File: src/rtl/eth_pkg.sv
// eth_pkg: state encoding and Ethernet framing/CRC constants shared by the
// MAC transmit path and the future receive path.
package eth_pkg;

    typedef enum logic [2:0] {
        ST_IDLE,
        ST_PREAMBLE,
        ST_SFD,
        ST_DATA,
        ST_PAD,
        ST_FCS,
        ST_DRAIN,
        ST_IFG
    } tx_state_t;

    localparam logic [7:0]  PREAMBLE_BYTE = 8'h55;
    localparam logic [7:0]  SFD_BYTE      = 8'hD5;

    localparam logic [31:0] CRC_POLY      = 32'hEDB88320;
    localparam logic [31:0] CRC_INIT      = 32'hFFFFFFFF;
    localparam logic [31:0] CRC_RESIDUE   = 32'hDEBB20E3;

endpackage

File: src/rtl/mac_tx_if.sv
// mac_tx_if: host-to-MAC byte stream (valid/ready with end-of-frame marker).
interface mac_tx_if;

    logic       in_valid;
    logic [7:0] in_data;
    logic       in_last;
    logic       out_ready;

    // Host side drives bytes, MAC side returns ready.
    modport master (output in_valid, output in_data, output in_last, input  out_ready);
    modport slave  (input  in_valid, input  in_data, input  in_last, output out_ready);

endinterface

File: src/rtl/crc32_d8.sv
// crc32_d8: one-byte step of the reflected Ethernet CRC-32 (LSB first).
// Purely combinational; the caller owns the CRC register.
module crc32_d8
    import eth_pkg::*;
(
    input  logic [31:0] crc_in,
    input  logic [7:0]  data,
    output logic [31:0] crc_out
);

    // Shift the eight data bits through the LFSR, LSB first.
    always_comb begin
        logic [31:0] c;
        c = crc_in;
        for (int unsigned i = 0; i < 8; i++) begin
            if (c[0] ^ data[i]) begin
                c = (c >> 1) ^ CRC_POLY;
            end else begin
                c = c >> 1;
            end
        end
        crc_out = c;
    end

endmodule

File: src/rtl/mac_tx.sv
// mac_tx: Ethernet MAC transmitter. Frames host bytes with preamble/SFD,
// pads to the minimum length, appends the CRC-32 FCS and holds the
// inter-frame gap. Underrun or oversize aborts the frame with txer.
module mac_tx
    import eth_pkg::*;
#(
    parameter int unsigned PREAMBLE_BYTES = 7,
    parameter int unsigned MIN_PAYLOAD    = 60,
    parameter int unsigned MAX_PAYLOAD    = 1514,
    parameter int unsigned IFG_BYTES      = 12
) (
    input  logic       in_clk,
    input  logic       in_rst,
    mac_tx_if.slave    host,
    output logic       out_txen,
    output logic [7:0] out_txd,
    output logic       out_txer,
    output logic       out_busy
);

    localparam logic [10:0] MIN_P    = 11'(MIN_PAYLOAD);
    localparam logic [10:0] MAX_P    = 11'(MAX_PAYLOAD);
    localparam logic [7:0]  PRE_LAST = 8'(PREAMBLE_BYTES - 1);
    localparam logic [7:0]  IFG_LAST = 8'(IFG_BYTES - 1);
    localparam logic [7:0]  FCS_LAST = 8'd3;

    tx_state_t   state_q, state_d;
    logic [10:0] cnt_q, cnt_d;
    logic [7:0]  aux_q, aux_d;
    logic [31:0] crc_q, crc_d, crc_upd;
    logic [7:0]  crc_din;
    logic [10:0] cnt_inc;
    logic        in_frame;
    logic        abort;
    logic [31:0] fcs;
    logic        txen_d, txer_d;
    logic [7:0]  txd_d;

    // Note: the wire outputs are registered, so each state chooses what the
    // wire carries in the *next* cycle. IDLE therefore emits the first
    // preamble byte and the last PREAMBLE cycle emits the SFD, which puts the
    // SFD on the wire in the same cycle the FSM sits in SFD and raises ready.

    assign cnt_inc  = cnt_q + 11'd1;
    assign in_frame = (state_q == ST_SFD) || (state_q == ST_DATA);
    // Abort on a missing byte, or on any byte once MAX_PAYLOAD bytes went
    // out without in_last; that byte is dropped.
    assign abort    = in_frame && (!host.in_valid || (cnt_q == MAX_P));
    assign crc_din  = (state_q == ST_PAD) ? 8'h00 : host.in_data;
    assign fcs      = ~crc_q;

    crc32_d8 u_crc (
        .crc_in  (crc_q),
        .data    (crc_din),
        .crc_out (crc_upd)
    );

    // State, byte counter, phase counter and running CRC.
    always_ff @(posedge in_clk or posedge in_rst) begin
        if (in_rst) begin
            state_q <= ST_IDLE;
            cnt_q   <= '0;
            aux_q   <= '0;
            crc_q   <= CRC_INIT;
        end else begin
            state_q <= state_d;
            cnt_q   <= cnt_d;
            aux_q   <= aux_d;
            crc_q   <= crc_d;
        end
    end

    // Registered PHY outputs and busy flag.
    always_ff @(posedge in_clk or posedge in_rst) begin
        if (in_rst) begin
            out_txen <= 1'b0;
            out_txer <= 1'b0;
            out_txd  <= '0;
            out_busy <= 1'b0;
        end else begin
            out_txen <= txen_d;
            out_txer <= txer_d;
            out_txd  <= txd_d;
            out_busy <= (state_d != ST_IDLE);
        end
    end

    // Next-state, counter and CRC update.
    always_comb begin
        state_d = state_q;
        cnt_d   = cnt_q;
        aux_d   = aux_q;
        crc_d   = crc_q;
        case (state_q)
            ST_IDLE: begin
                cnt_d = '0;
                aux_d = '0;
                crc_d = CRC_INIT;
                if (host.in_valid) begin
                    state_d = ST_PREAMBLE;
                end
            end
            ST_PREAMBLE: begin
                if (aux_q == PRE_LAST) begin
                    aux_d   = '0;
                    state_d = ST_SFD;
                end else begin
                    aux_d = aux_q + 8'd1;
                end
            end
            ST_SFD, ST_DATA: begin
                aux_d = '0;
                if (abort) begin
                    state_d = (host.in_valid && host.in_last) ? ST_IFG : ST_DRAIN;
                end else begin
                    crc_d = crc_upd;
                    cnt_d = cnt_inc;
                    if (host.in_last) begin
                        state_d = (cnt_inc < MIN_P) ? ST_PAD : ST_FCS;
                    end else begin
                        state_d = ST_DATA;
                    end
                end
            end
            ST_PAD: begin
                crc_d = crc_upd;
                cnt_d = cnt_inc;
                if (cnt_inc == MIN_P) begin
                    state_d = ST_FCS;
                end
            end
            ST_FCS: begin
                if (aux_q == FCS_LAST) begin
                    aux_d   = '0;
                    state_d = ST_IFG;
                end else begin
                    aux_d = aux_q + 8'd1;
                end
            end
            ST_DRAIN: begin
                aux_d = '0;
                if (host.in_valid && host.in_last) begin
                    state_d = ST_IFG;
                end
            end
            ST_IFG: begin
                if (aux_q == IFG_LAST) begin
                    aux_d   = '0;
                    state_d = ST_IDLE;
                end else begin
                    aux_d = aux_q + 8'd1;
                end
            end
            default: begin
                state_d = ST_IDLE;
            end
        endcase
    end

    // Host ready decode and next wire byte selection.
    always_comb begin
        host.out_ready = (state_q == ST_SFD) || (state_q == ST_DATA) || (state_q == ST_DRAIN);
        txen_d = 1'b0;
        txer_d = 1'b0;
        txd_d  = '0;
        case (state_q)
            ST_IDLE: begin
                if (host.in_valid) begin
                    txen_d = 1'b1;
                    txd_d  = PREAMBLE_BYTE;
                end
            end
            ST_PREAMBLE: begin
                txen_d = 1'b1;
                txd_d  = (aux_q == PRE_LAST) ? SFD_BYTE : PREAMBLE_BYTE;
            end
            ST_SFD, ST_DATA: begin
                txen_d = 1'b1;
                if (abort) begin
                    txer_d = 1'b1;
                end else begin
                    txd_d = host.in_data;
                end
            end
            ST_PAD: begin
                txen_d = 1'b1;
            end
            ST_FCS: begin
                txen_d = 1'b1;
                case (aux_q[1:0])
                    2'd0:    txd_d = fcs[7:0];
                    2'd1:    txd_d = fcs[15:8];
                    2'd2:    txd_d = fcs[23:16];
                    default: txd_d = fcs[31:24];
                endcase
            end
            default: begin
                txen_d = 1'b0;
            end
        endcase
    end

endmodule

File: src/flat_wrapper.sv
// flat-port wrapper written by rule: the top's interface ports become plain ports
module mac_tx_flat import eth_pkg::*;
#(
    parameter int unsigned PREAMBLE_BYTES = 7,
    parameter int unsigned MIN_PAYLOAD    = 60,
    parameter int unsigned MAX_PAYLOAD    = 1514,
    parameter int unsigned IFG_BYTES      = 12
)
  (in_clk, in_rst, out_txen, out_txd, out_txer, out_busy, host_in_valid, host_in_data, host_in_last, host_out_ready);
  mac_tx_if host_i ();
  input  logic in_clk;
  input  logic in_rst;
  output logic out_txen;
  output logic [7:0] out_txd;
  output logic out_txer;
  output logic out_busy;
  input wire logic [$bits(host_i.in_valid)-1:0] host_in_valid;
  input wire logic [$bits(host_i.in_data)-1:0] host_in_data;
  input wire logic [$bits(host_i.in_last)-1:0] host_in_last;
  output wire logic [$bits(host_i.out_ready)-1:0] host_out_ready;
  assign host_i.in_valid = host_in_valid;
  assign host_i.in_data = host_in_data;
  assign host_i.in_last = host_in_last;
  assign host_out_ready = host_i.out_ready;
  mac_tx #(.PREAMBLE_BYTES(PREAMBLE_BYTES), .MIN_PAYLOAD(MIN_PAYLOAD), .MAX_PAYLOAD(MAX_PAYLOAD), .IFG_BYTES(IFG_BYTES)) u_core (.in_clk(in_clk), .in_rst(in_rst), .host(host_i), .out_txen(out_txen), .out_txd(out_txd), .out_txer(out_txer), .out_busy(out_busy));
endmodule
File: config.mk
export PLATFORM = sky130hd
export DESIGN_NAME = mac_tx_flat
export DESIGN_NICKNAME = d
export VERILOG_FILES = /design/src/rtl/eth_pkg.sv /design/src/rtl/mac_tx_if.sv /design/src/rtl/crc32_d8.sv /design/src/rtl/mac_tx.sv /design/src/flat_wrapper.sv
export SDC_FILE = /design/constraint.sdc
export NUM_CORES = 1
export LEC_CHECK = 0
export BUFFER_PORTS_ARGS = -buffer_cell sky130_fd_sc_hd__buf_2
export CAP_MARGIN = 20
export CORE_UTILIZATION = 40
export CTS_CLUSTER_SIZE = 30
export DETAILED_ROUTE_END_ITERATION = 8
export MAX_ROUTING_LAYER = met4
export PLACE_DENSITY = 0.67
export SYNTH_ARGS = -nofsm -noshare
export SYNTH_HDL_FRONTEND = slang
export SYNTH_SLANG_ARGS = --single-unit
File: constraint.sdc
create_clock -name in_clk -period 1.9 [get_ports in_clk]
set_input_delay 0.38 -clock in_clk [delete_from_list [all_inputs] [get_ports in_clk]]
set_output_delay 0.38 -clock in_clk [all_outputs]
set_load 0.01 [all_outputs]
Word level (Yosys, flattened, before mapping)
Index checks and enable logic that the tools add are counted.

$add $sub $neg: 2. $mul: 0. Div/mod/pow operators: 0. Magnitude comparators: 1. Equality and inequality tests: 15. Shift operators: 0. Muxes and demuxes: 37. Bitwise gates (word level): 17. Reductions and logical operators: 15.

Operators with widths (count): two-way mux 32 bit (9); inverter 13 -> 14 bit (8); one-hot mux 32 bit (3 select lines) (1); one-hot mux 8 bit (4 select lines) (2); two-way mux 8 bit (6); one-hot mux 11 bit (3 select lines) (1); inverter 32 bit (1); two-way mux 3 bit (8); one-hot mux 8 bit (3 select lines) (1); one-hot mux 3 bit (7 select lines) (1); equality test 3 bit, second input constant (4); adder 11 x 1 -> 11 bit, second input constant (1); equality test 11 bit, second input constant (1); equality test 11 x 6 -> 1 bit, second input constant (1); < comparator 11 x 6 -> 1 bit, second input constant (1); two-way mux 11 bit (1); adder 8 x 1 -> 8 bit, second input constant (1); equality test 8 x 2 -> 1 bit, second input constant (1); equality test 8 x 3 -> 1 bit, second input constant (1); equality test 8 x 4 -> 1 bit, second input constant (1); XOR 1 bit (8); two-way mux 7 bit (1); equality test 3 x 2 -> 1 bit, second input constant (2); nonzero test 3 bit (2); other kinds (16) (23).

Register bits: 65. Latch bits: 0. RAM bits: 0. Memory bits (read-only): 0. Bits of input ports: 12. Logic and storage cells: 95. Memories kept: 0.

Longest topological paths before layout
Gate-level depths: netlist (run 1).

Depth in word-level cells: 20. Gate-level depth with buffers: 9. Gate-level depth less buffers: 8.

Cells and area by module
Synthesis (run 1) repeated with hierarchy kept, for this count alone.

Cell total of the unflattened synthesis: 421. Area, all modules: 4321.6 um^2.

By module, submodules not included: mac_tx (times used 1, cells each 351, area an instance 3552.2 um^2, seq. area each 1666.6 um^2); crc32_d8 (times used 1, cells each 70, area an instance 769.5 um^2, seq. area each 0.0 um^2).

Worst setup path after synthesis (run 1)
Ideal clock, no wire load.

Path type: flip-flop to flip-flop. From: register u_core.state_q[0]. To: register u_core.crc_q[20]. Library setup time: 75 ps. Data arrival time: 1957 ps. Path slack: -132 ps. Cell stages (with the launch flop): 9. Buffers on the path: 2. Cell sequence: dfrtp_1 -> buf_6 -> or3b_1 -> buf_2 -> nand2_2 -> xor2_2 -> xor3_2 -> xnor2_1 -> a2bb2oi_1.

Longest elaborated chain between the ends: 18. Elaborated cells on any way between the ends: 32. Classes of those cells: eq/ne: 4; mux: 11; bitwise: 11; reduce/logical: 6.

Ends and longest elaborated chain: start: declaration (RTL line mac_tx.sv:27) `tx_state_t state_q, state_d;`; start signal: assignment (RTL line mac_tx.sv:66) `state_q <= state_d;`; equality test 3 bit (RTL line mac_tx.sv:49, mac_tx.sv:94); two-way mux 8 bit (RTL line mac_tx.sv:49) `assign crc_din = (state_q == ST_PAD) ? 8'h00 : host.in_data;`; XOR 1 bit (RTL line crc32_d8.sv:16) `if (c[0] ^ data[i]) begin`; two-way mux 32 bit (RTL line crc32_d8.sv:16); inverter 13 -> 14 bit (no line); two-way mux 32 bit (2 in series) (RTL line crc32_d8.sv:16); inverter 13 -> 14 bit (no line); two-way mux 32 bit (RTL line crc32_d8.sv:16); inverter 13 -> 14 bit (no line); two-way mux 32 bit (2 in series) (RTL line crc32_d8.sv:16); inverter 13 -> 14 bit (no line); two-way mux 32 bit (RTL line crc32_d8.sv:16); inverter 13 -> 14 bit (no line); two-way mux 32 bit (RTL line crc32_d8.sv:16); two-way mux 32 bit (RTL line mac_tx.sv:113) `if (abort) begin`; one-hot mux 32 bit (3 select lines) (RTL line mac_tx.sv:94) `case (state_q)`; end signal: assignment (RTL line mac_tx.sv:69) `crc_q <= crc_d;`; end: declaration (RTL line mac_tx.sv:30) `logic [31:0] crc_q, crc_d, crc_upd;`.

Several ways; a longest one is shown, not always the timed one. The select of a mux whose other input is x is not followed. A chain may end at the register's enable or synchronous reset.

Worst setup path in the final report (run 1)
Ends and elaborated chain as after synthesis.

==> flow_summary.ini, run 1 <==
[outcome]
status = finished, violations left
violations = negative setup slack

[synthesis]
ys.flop_type = dfrtp_1
synth_cell_types = 60
synth_top_family_by_area = XOR/XNOR gates
synth_top_area_share_pct = 19.4
yosys.area_share.simple_pct = 15.6
synth_warnings = 0
synthesis.area_um2 = 4330
synth_xor_area_share_pct = 21.7
synth.ff_latch_count = 65
avgSynthCellArea_um2 = 9.39
ys_async_sr_fraction_pct = 100
synth_area_leader_cell = dfstp_2
synthCells = 461
synth_mux_area_share_pct = 0.231
synth_area_leaders = dfstp_2, dfrtp_1, xnor2_1
synthAdderAreaFrac_pct = 1.73
synth_compound_area_share_pct = 17.5
synth_edf_count = 0
synth_nets = 479
ys_seq_area_share_pct = 38.5

[detailed_routing]
drcViolationCount = 0
wl_per_cell_um = 19.7
num_vias = 4132
wirelength_mm = 14.4
drt_iter0_markers = 361
antenna_left = 0
drtPass1Iterations = 5
vias_per_cell = 5.67

[sta]
skew_ns = 0.0126
setup_viol = 33
layout_min_cycle_time_ns = 2.19
maxSlewViolCount = 0
rsz0062_at_grt = yes
relSlewSlack_pct = 63.3
finalWorstSetupSlack_ns = -0.286
timing.final.hold_violations = 0
period_share_pct = 115
fmax_mhz = 457
tns_ns = -3.69
worst_slew_pin_slew_ns = 0.550
holdWs_ns = 0.361

[grt]
grt_pass1_wl_mm = 20.0
antenna_found_initial = 0
globalRouteOverflowTotal = 0
grtUsageTotal_pct = 23.8
grt_max_degree = 40
grt_pass1_vias = 3883

[clock_network]
cts_tree = built
ctsHoldBuffers = 0
clockRootBuffer = clkbuf_8
clockBufferDepth = 2
htree_num_levels = 3
clk_latency_ns = 0.37
clk_pin_slew_ns = 0.07
numCtsBuffers = 9
cts.sinks = 65

[floorplanning]
die_area_um2 = 11200
rows = 37
fp.dieH_um = 106
die_w_um = 106
fp.coreArea_um2 = 10400
start_util_pct = 41.5
io_pins = 24

[worst_setup_path]
r2r-start = u_core.state_q[0]
cp.required_ns = 2.19
worst-path-max-fanout = 5
reg2reg_slack_ns = -0.29
crit_arrival_ns = 2.48
worstSetupStartpointType = flop
r2r_cells = 6
r2r_end = u_core.crc_q[20]
worstSetupPathType = flop to flop
critPathCaptureType = flop

[place]
io_buffers = 23
hpwl_mm = 8.49
gp_congestion = 0.902

[power_and_ir_drop]
swShare_pct = 38.5
internal_power_uw = 7730
power_switching_uw = 4840
combPwrFrac_pct = 69.4
ir_worst_vdd_mv = 1.44
clkPwrFrac_pct = 9.5
p_per_area_nw_per_um2 = 1940
p_leak_uw = 0.00280
seq_power_share_pct = 21.2

[layout]
antenna_cells = 0
layout-drive-gt1-share_pct = 49.6
fin_util_pct = 62.2
layout.nets = 606
synthToLayoutAreaGrowth_pct = 49.6

[hold_path]
hold_class = primary input to flop
hp-start = host_in_valid
min_to = u_core.state_q[0]
whs_path_depth = 3

[run]
drv_cap = 0
==> per-stage QoR <==
| stage | total power [µW] | std cells | area, µm² | worst slack (ns) |
|---|---|---|---|---|
| final | 12600 | 729 | 6470 | -0.286 |
| after floorplan | 6810 | 461 | 4390 | -0.0678 |
| after global placement | 8430 | 678 | 5250 | -0.199 |
| after CTS | 10600 | 708 | 5730 | -0.108 |
| after detailed placement | 8600 | 678 | 5250 | -0.226 |
| after global routing | 13100 | 729 | 6470 | -0.296 |
==> area by class of cell <==
| type | instances | area, µm² |
|---|---|---|
| clock buffer | 14 | 184 |
| multi-input combinational | 348 | 3140 |
| inverter | 20 | 78.8 |
| tap | 136 | 170 |
| fill | 718 | 3940 |
| timing repair buffer | 144 | 1230 |
| clock inverter | 2 | 10.0 |
| sequential | 65 | 1670 |
==> flip-flops by register name, indices dropped and copies added (netlist names) <==
| name | cells |
|---|---|
| u_core.out_txd | 8 |
| u_core.out_txer | 1 |
| u_core.out_busy | 1 |
| u_core.out_txen | 1 |
| u_core.aux_q | 8 |
| u_core.state_q | 3 |
| u_core.crc_q | 32 |
| u_core.cnt_q | 11 |
==> cell usage in the layout (no fill, tap or decap), types with 7 or more instances in the layout <==
master    netlist  routed
a21oi_1        38      31
xnor2_2         3      16
buf_4           1      86
xnor2_4         3      12
xor2_1         23      13
nand2_1        37      32
dfstp_2        32      32
nor2_1         43      38
xnor2_1        51      29
buf_6           2      25
nor3_1          7       7
nor2b_1        11      10
buf_2           6      23
o21ai_1         0      10
nand3_1         9       9
buf_12          0       7
xor2_2          2       8
clkbuf_8        0      11
o22ai_1        12      10
o21ai_0        24       7
inv_1          20      15
dfrtp_1        33      32
==> what timing repair did <==
item / CTS / global route
gates resized for setup: 35 / 121
pin swaps: 20 / 70
gates cloned: 1 / 0
endpoints found under the setup margin: 37 / 49
setup buffers: 13 / 26
==> metal layers <==
layer / part of all wire, % / global-route usage, % / vias to the layer above
li1: - / - / 1842
met1: 39 / 29.3 / 2009
met2: 49 / 38.5 / 213
met3: 6.9 / 4.23 / 68
met4: 5.1 / 10.0 / 0
met5: 0 / - / -
==> cells by family (layout without fill, tap and decap cells) <==
logic type,count (synthesis),in the layout
flops,65,65
xor+xnor,87,87
fa+ha+maj,6,6
simple gates,137,137
buf+inv,48,180
mux,1,1
compound gates,117,117
==> worst max-delay path by stage <==
stage                            from               end  slack, ns  cells after the start
floorplan           u_core.state_q[0]  u_core.crc_q[20]      -0.07                      8
global placement    u_core.state_q[1]   u_core.crc_q[1]      -0.20                      7
detailed placement  u_core.state_q[1]   u_core.crc_q[1]      -0.23                      7
CTS                 u_core.state_q[2]  u_core.crc_q[20]      -0.11                      8
global route        u_core.state_q[0]  u_core.crc_q[20]      -0.30                      6
finish              u_core.state_q[0]  u_core.crc_q[20]      -0.29                      6
==> power by group through the flow <==
stage | Clock, µW | Combinational (µW) | Sequential, µW
floorplan | 0 | 4340 | 2470
global placement | 0 | 5880 | 2550
detailed placement | 0 | 6030 | 2570
CTS | 1190 | 6810 | 2560
global route | 1250 | 9150 | 2690
finish | 1190 | 8720 | 2660
==> cells in the mapped netlist, drive strengths merged (9+ instances only) <==
master  number
a21oi       38
buf          9
clkbuf      19
dfrtp       33
dfstp       32
inv         20
nand2       39
nand3        9
nor2        46
nor2b       11
o21ai       24
o22ai       12
xnor2       57
xor2        27
==> critical path, stage by stage (launching register included) <==
cell and delay (ns):
dfrtp_1 0.44, or3b_4 0.48, nand2_4 0.12, xor2_4 0.18
xor3_2 0.52, xnor2_2 0.18, a2bb2oi_2 0.19
Note: power is estimated with default switching activity, not from simulation.
==> inputs of run 2 (changes only) <==
==> constraint.sdc (replaced) <==
create_clock -name in_clk -period 1.9 [get_ports in_clk]
set_input_delay 0.095 -clock in_clk [delete_from_list [all_inputs] [get_ports in_clk]]
set_output_delay 0.095 -clock in_clk [all_outputs]
set_load 0.01 [all_outputs]
==> flow_summary.ini, run 2 (synthesis results as in run 1) <==
[grt]
globalRouteOverflowTotal = 0
grtUsageTotal_pct = 24.9
grt_pass1_vias = 4003
grt_max_degree = 30
antenna_found_initial = 0
grt_pass1_wl_mm = 20.7

[layout]
synthToLayoutAreaGrowth_pct = 45.0
antenna_cells = 0
layout_common_cells = buf_4, nor2_1, nand2_1, dfstp_2
final_common_cell = buf_4
largest_register_ffs = 32
reg_top3 = u_core.crc_q (32), u_core.cnt_q (11)
layout.nets = 603
regMostFlops = u_core.crc_q
fin_util_pct = 60.2
layout-drive-gt1-share_pct = 48.6

[detailed_routing]
num_vias = 4094
drcViolationCount = 0
vias_per_cell = 5.64
wirelength_mm = 13.9
drt_iter0_markers = 304
wl_per_cell_um = 19.2
antenna_left = 0
drtPass1Iterations = 5

[clock_network]
clk_pin_slew_ns = 0.08
clk_latency_ns = 0.36
cts_tree = built
numCtsBuffers = 9
clockRootBuffer = clkbuf_8
clockBufferDepth = 2
htree_num_levels = 3
cts.sinks = 65

[sta]
finalWorstSetupSlack_ns = -0.230
rsz0062_at_grt = yes
timing.final.hold_violations = 0
relSlewSlack_pct = 62.2
maxSlewViolCount = 0
fmax_mhz = 469
setup_viol = 23
period_share_pct = 112
skew_ns = 0.0142
worst_slew_pin_slew_ns = 0.567
layout_min_cycle_time_ns = 2.13

[hold_path]
whs_path_depth = 2
min_to = u_core.out_txd[3]
hold_class = primary input to flop
hp-start = host_in_data[3]

[worst_setup_path]
reg2reg_slack_ns = -0.23
cp.required_ns = 2.17
worst-path-max-fanout = 5
crit_arrival_ns = 2.40
worstSetupPathType = flop to flop
worstSetupStartpointType = flop
critPathCaptureType = flop
r2r_end = u_core.crc_q[19]
r2r-start = u_core.state_q[1]
r2r_cells = 8

[outcome]
violations = negative setup slack
status = finished, violations left

[place]
gp_congestion = 0.968
io_buffers = 23
hpwl_mm = 8.49

[power_and_ir_drop]
power_uw = 12200
ir_worst_vdd_mv = 1.22
p_per_area_nw_per_um2 = 1940
p_leak_uw = 0.00274

[floorplanning]
rows = 37
fp.coreArea_um2 = 10400
io_pins = 24
fp.dieH_um = 106
start_util_pct = 41.5
die_area_um2 = 11200
die_w_um = 106

[run]
drv_cap = 0
## run 2: area by class of cell
| cell class | instances | area, µm² |
|---|---|---|
| Clock buffer | 11 | 141 |
| Clock inverter | 5 | 55.1 |
| Fill cell | 764 | 4140 |
| Inverter | 20 | 75.1 |
| Multi-Input combinational cell | 348 | 3030 |
| Sequential cell | 65 | 1670 |
| Tap cell | 136 | 170 |
| Timing Repair Buffer | 141 | 1140 |
## run 2: how the worst max path moves through the flow
stage	start	to	slack (ns)
after floorplan	u_core.state_q[0]	u_core.crc_q[20]	-0.07
after global routing	u_core.state_q[1]	u_core.crc_q[19]	-0.24
after global placement	u_core.state_q[1]	u_core.crc_q[1]	-0.14
after CTS	u_core.state_q[0]	u_core.crc_q[24]	-0.08
after detailed placement	u_core.state_q[1]	u_core.crc_q[2]	-0.21
final	u_core.state_q[1]	u_core.crc_q[19]	-0.23
## run 2: metrics by stage
step                      cells  TNS, ns  worst slack [ns]  cell area, µm²  hold slack (ns)
final                       726    -1.52            -0.230            6270           0.0535
after global routing        726    -3.08            -0.236            6270           0.0613
after CTS                   715   -0.311           -0.0775            5900           0.0310
after detailed placement    675    -2.87            -0.205            5230            0.182
after global placement      675    -1.29            -0.142            5230            0.178
after floorplan             461   -0.230           -0.0678            4390            0.211
## run 2: what timing repair did
item                                   in CTS  in global routing
pin swaps                                  37                 52
hold buffers                                1                  0
gates resized for setup                    55                 64
endpoints found under the hold margin      22                  0
setup endpoints to repair                  41                 54
gates cloned                                1                  0
setup buffers                              23                 16
## run 2: worst max-delay path: stages, from the launching register on
cell and delay [ns]:
dfrtp_1 0.43, nor3b_4 0.26, buf_6 0.17, nor2_1 0.08, xnor2_2 0.23, buf_6 0.16, xnor2_2 0.12, xnor3_1 0.39
a22oi_2 0.22
## run 2: where the power goes
part	internal (µW)	switching, µW
combinational	4610	3710
sequential	2190	450
clock	637	556
## run 2: layer usage
layer	track usage (%)	up-vias	share of wire [%]
met1	30.0	1971	39
li1	-	1843	-
met5	-	-	0
met4	10.5	0	4.6
met2	40.7	219	49
met3	4.84	61	7.3
==> inputs of run 3 (changes only) <==
- SLEW_MARGIN: unset -> 25
- SYNTH_HIERARCHICAL: unset -> 1
==> flow_summary.ini, run 3 <==
[worst_setup_path]
worst-path-stages = 8
slowest_stage = xnor3_2
cp_num_buf_inv = 1
worstSetupPathType = flop to flop
critPathCaptureType = flop
max_stage_delay_ns = 0.48
path_cells = nor3b_4 -> buf_4 -> nor2b_4 -> xnor2_4 -> xor2_4 -> xnor3_2 -> xor3_1 -> o22a_1
r2r_cells = 8
worst-path-max-fanout = 3
worstSetupStartpointType = flop
cp.required_ns = 2.18
crit_family = XOR/XNOR gates
crit_arrival_ns = 2.61

[layout]
multiInputGateArea_um2 = 3210
regMostFlops = u_core/crc_q
final_common_cell = buf_4
synthToLayoutAreaGrowth_pct = 52.7
fillCellCount = 768
layout-drive-gt1-share_pct = 53.6
layout.nets = 583
antenna_cells = 0
reg_top3 = u_core/crc_q (32), u_core/cnt_q (11)
largest_register_ffs = 32
final_area_um2 = 6600
ff_latch_area_um2 = 1670
layout_common_cells = buf_4, nand2_1, o22a_1

[floorplanning]
io_pins = 24
die_w_um = 106
rows = 37
start_util_pct = 41.5
fp.dieH_um = 106
die_area_um2 = 11200
fp.coreArea_um2 = 10400

[synthesis]
synth_top_cells_by_count = xnor2_1, nand2_1, dfrtp_1, o22a_1, dfstp_2
synth_area_leader_cell = dfstp_2
synth_area_leaders = dfstp_2, dfrtp_1, xnor2_1
synthesis.area_um2 = 4320
ys.flop_type = dfrtp_1
ys_async_sr_fraction_pct = 100
synth_most_common_cell = xnor2_1
synthCells = 421
synth_warnings = 6
synth_top_area_share_pct = 19.5
synth_nets = 444
avgSynthCellArea_um2 = 10.3
synth_cell_types = 66
synth_edf_count = 0
synth.ff_latch_count = 65
ys_seq_area_share_pct = 38.6

[power_and_ir_drop]
power_uw = 13300
ir_worst_vdd_mv = 0.945
p_per_area_nw_per_um2 = 2010
p_leak_uw = 0.00280

[sta]
maxSlewViolCount = 0
rsz0062_at_grt = yes
tns_ns = -10.73
relSlewSlack_pct = 53.2
fmax_mhz = 430
layout_min_cycle_time_ns = 2.33
period_share_pct = 122
timing.final.hold_violations = 0
skew_ns = 0.0125
setup_viol = 53
finalWorstSetupSlack_ns = -0.427
holdWs_ns = 0.0218
worst_slew_pin_slew_ns = 0.697

[clock_network]
clockBufferDepth = 2
clk_pin_slew_ns = 0.08
clk_latency_ns = 0.36
clockRootBuffer = clkbuf_8
numCtsBuffers = 9
cts_tree = built
cts.sinks = 65
htree_num_levels = 3

[grt]
antenna_found_initial = 0
globalRouteOverflowTotal = 0
grt_pass1_vias = 3910
grt_max_degree = 34
grt_pass1_wl_mm = 19.8
grtUsageTotal_pct = 23.5

[run]
drv_cap = 0

[hold_path]
hold_class = primary input to flop
whs_path_depth = 3

[detailed_routing]
vias_per_cell = 5.60
drtPass1Iterations = 4
drt_iter0_markers = 237
drcViolationCount = 0
wl_per_cell_um = 19.3
num_vias = 3928
wirelength_mm = 13.5
antenna_left = 0

[place]
hpwl_mm = 8.20
gp_congestion = 0.907
io_buffers = 23
pre_cts_ws_ns = -0.383
placed_area_um2 = 5230

[outcome]
status = finished, violations left
violations = negative setup slack
run 3: cell count changes after synthesis, sizes merged, moves of 7 or more:
cell	change
buf	+8
o22a	+29
clkbuf	-14
a21oi	-33
o31ai	+7
nor2	-24
run 3: cell type report:
cell class | instances | area share, %
multi-input combinational | 319 | 48.7
sequential | 65 | 25.3
inverter | 15 | 0.891
clock buffer | 13 | 2.41
tap | 136 | 2.58
clock inverter | 3 | 0.228
timing repair buffer | 150 | 19.9
run 3: worst paths after layout:
check / start / end / slack (ns)
worst max-delay path: u_core/state_q[1] / u_core/crc_q[20] / -0.43
worst min-delay path: host_in_data[6] / u_core/out_txd[6] / 0.02
worst max register to register: u_core/state_q[1] / u_core/crc_q[20] / -0.43
worst min register to register: u_core/cnt_q[5] / u_core/cnt_q[5] / 0.57
max in group asynchronous: in_rst / u_core/crc_q[15] / 0.93
min in group asynchronous: in_rst / u_core/state_q[0] / 0.32
run 3: worst register-to-register path: cells and delay by family (launching register included):
kind                      cells  cell delay, ns
DFF                           1            0.41
and+or+nand+nor               2            0.34
AOI/OAI and AO/OA             1            0.21
buffers and inverters         1            0.17
xor gates and xnor gates      4            1.12
run 3: metrics by stage:
step	utilization, %	instances
floorplan	-	421
global placement	50.2	645
detailed placement	50.2	645
CTS	56.8	684
global route	63.4	701
finish	63.4	701
run 3: where the power goes:
group          leakage, µW  switching, µW  total, µW  internal, µW
sequential        0.000774            310       2170          1860
clock            0.0000932            541       1080           539
combinational      0.00194           4610      10000          5400
total              0.00280           5460      13300          7790
run 3: timing repair:
item,in CTS,in global routing
endpoints found under the hold margin,12,0
hold buffers,4,0
setup endpoints to repair,56,63
pin swaps,24,40
gates cloned,1,2
gates resized for setup,54,110
buffers inserted,20,18
run 3: metal layers:
metal	share of wire (%)	vias to the layer above	GRT usage [%]
met5	0	-	-
met4	3.5	0	9.42
met3	3.4	43	3.56
met2	51	100	39.3
met1	42	1999	28.6
li1	-	1786	-
run 3: cells by family (layout without fill, tap and decap cells):
| logic type | Yosys count | count (layout) | share of synthesized area [%] |
|---|---|---|---|
| flops | 65 | 65 | 38.6 |
| simple gates | 120 | 120 | 14.7 |
| xor+xnor | 78 | 78 | 19.4 |
| buf+inv | 37 | 181 | 4.49 |
| compound gates | 109 | 109 | 19.4 |
| fa+ha+maj | 11 | 11 | 3.18 |
| mux | 1 | 1 | 0.261 |
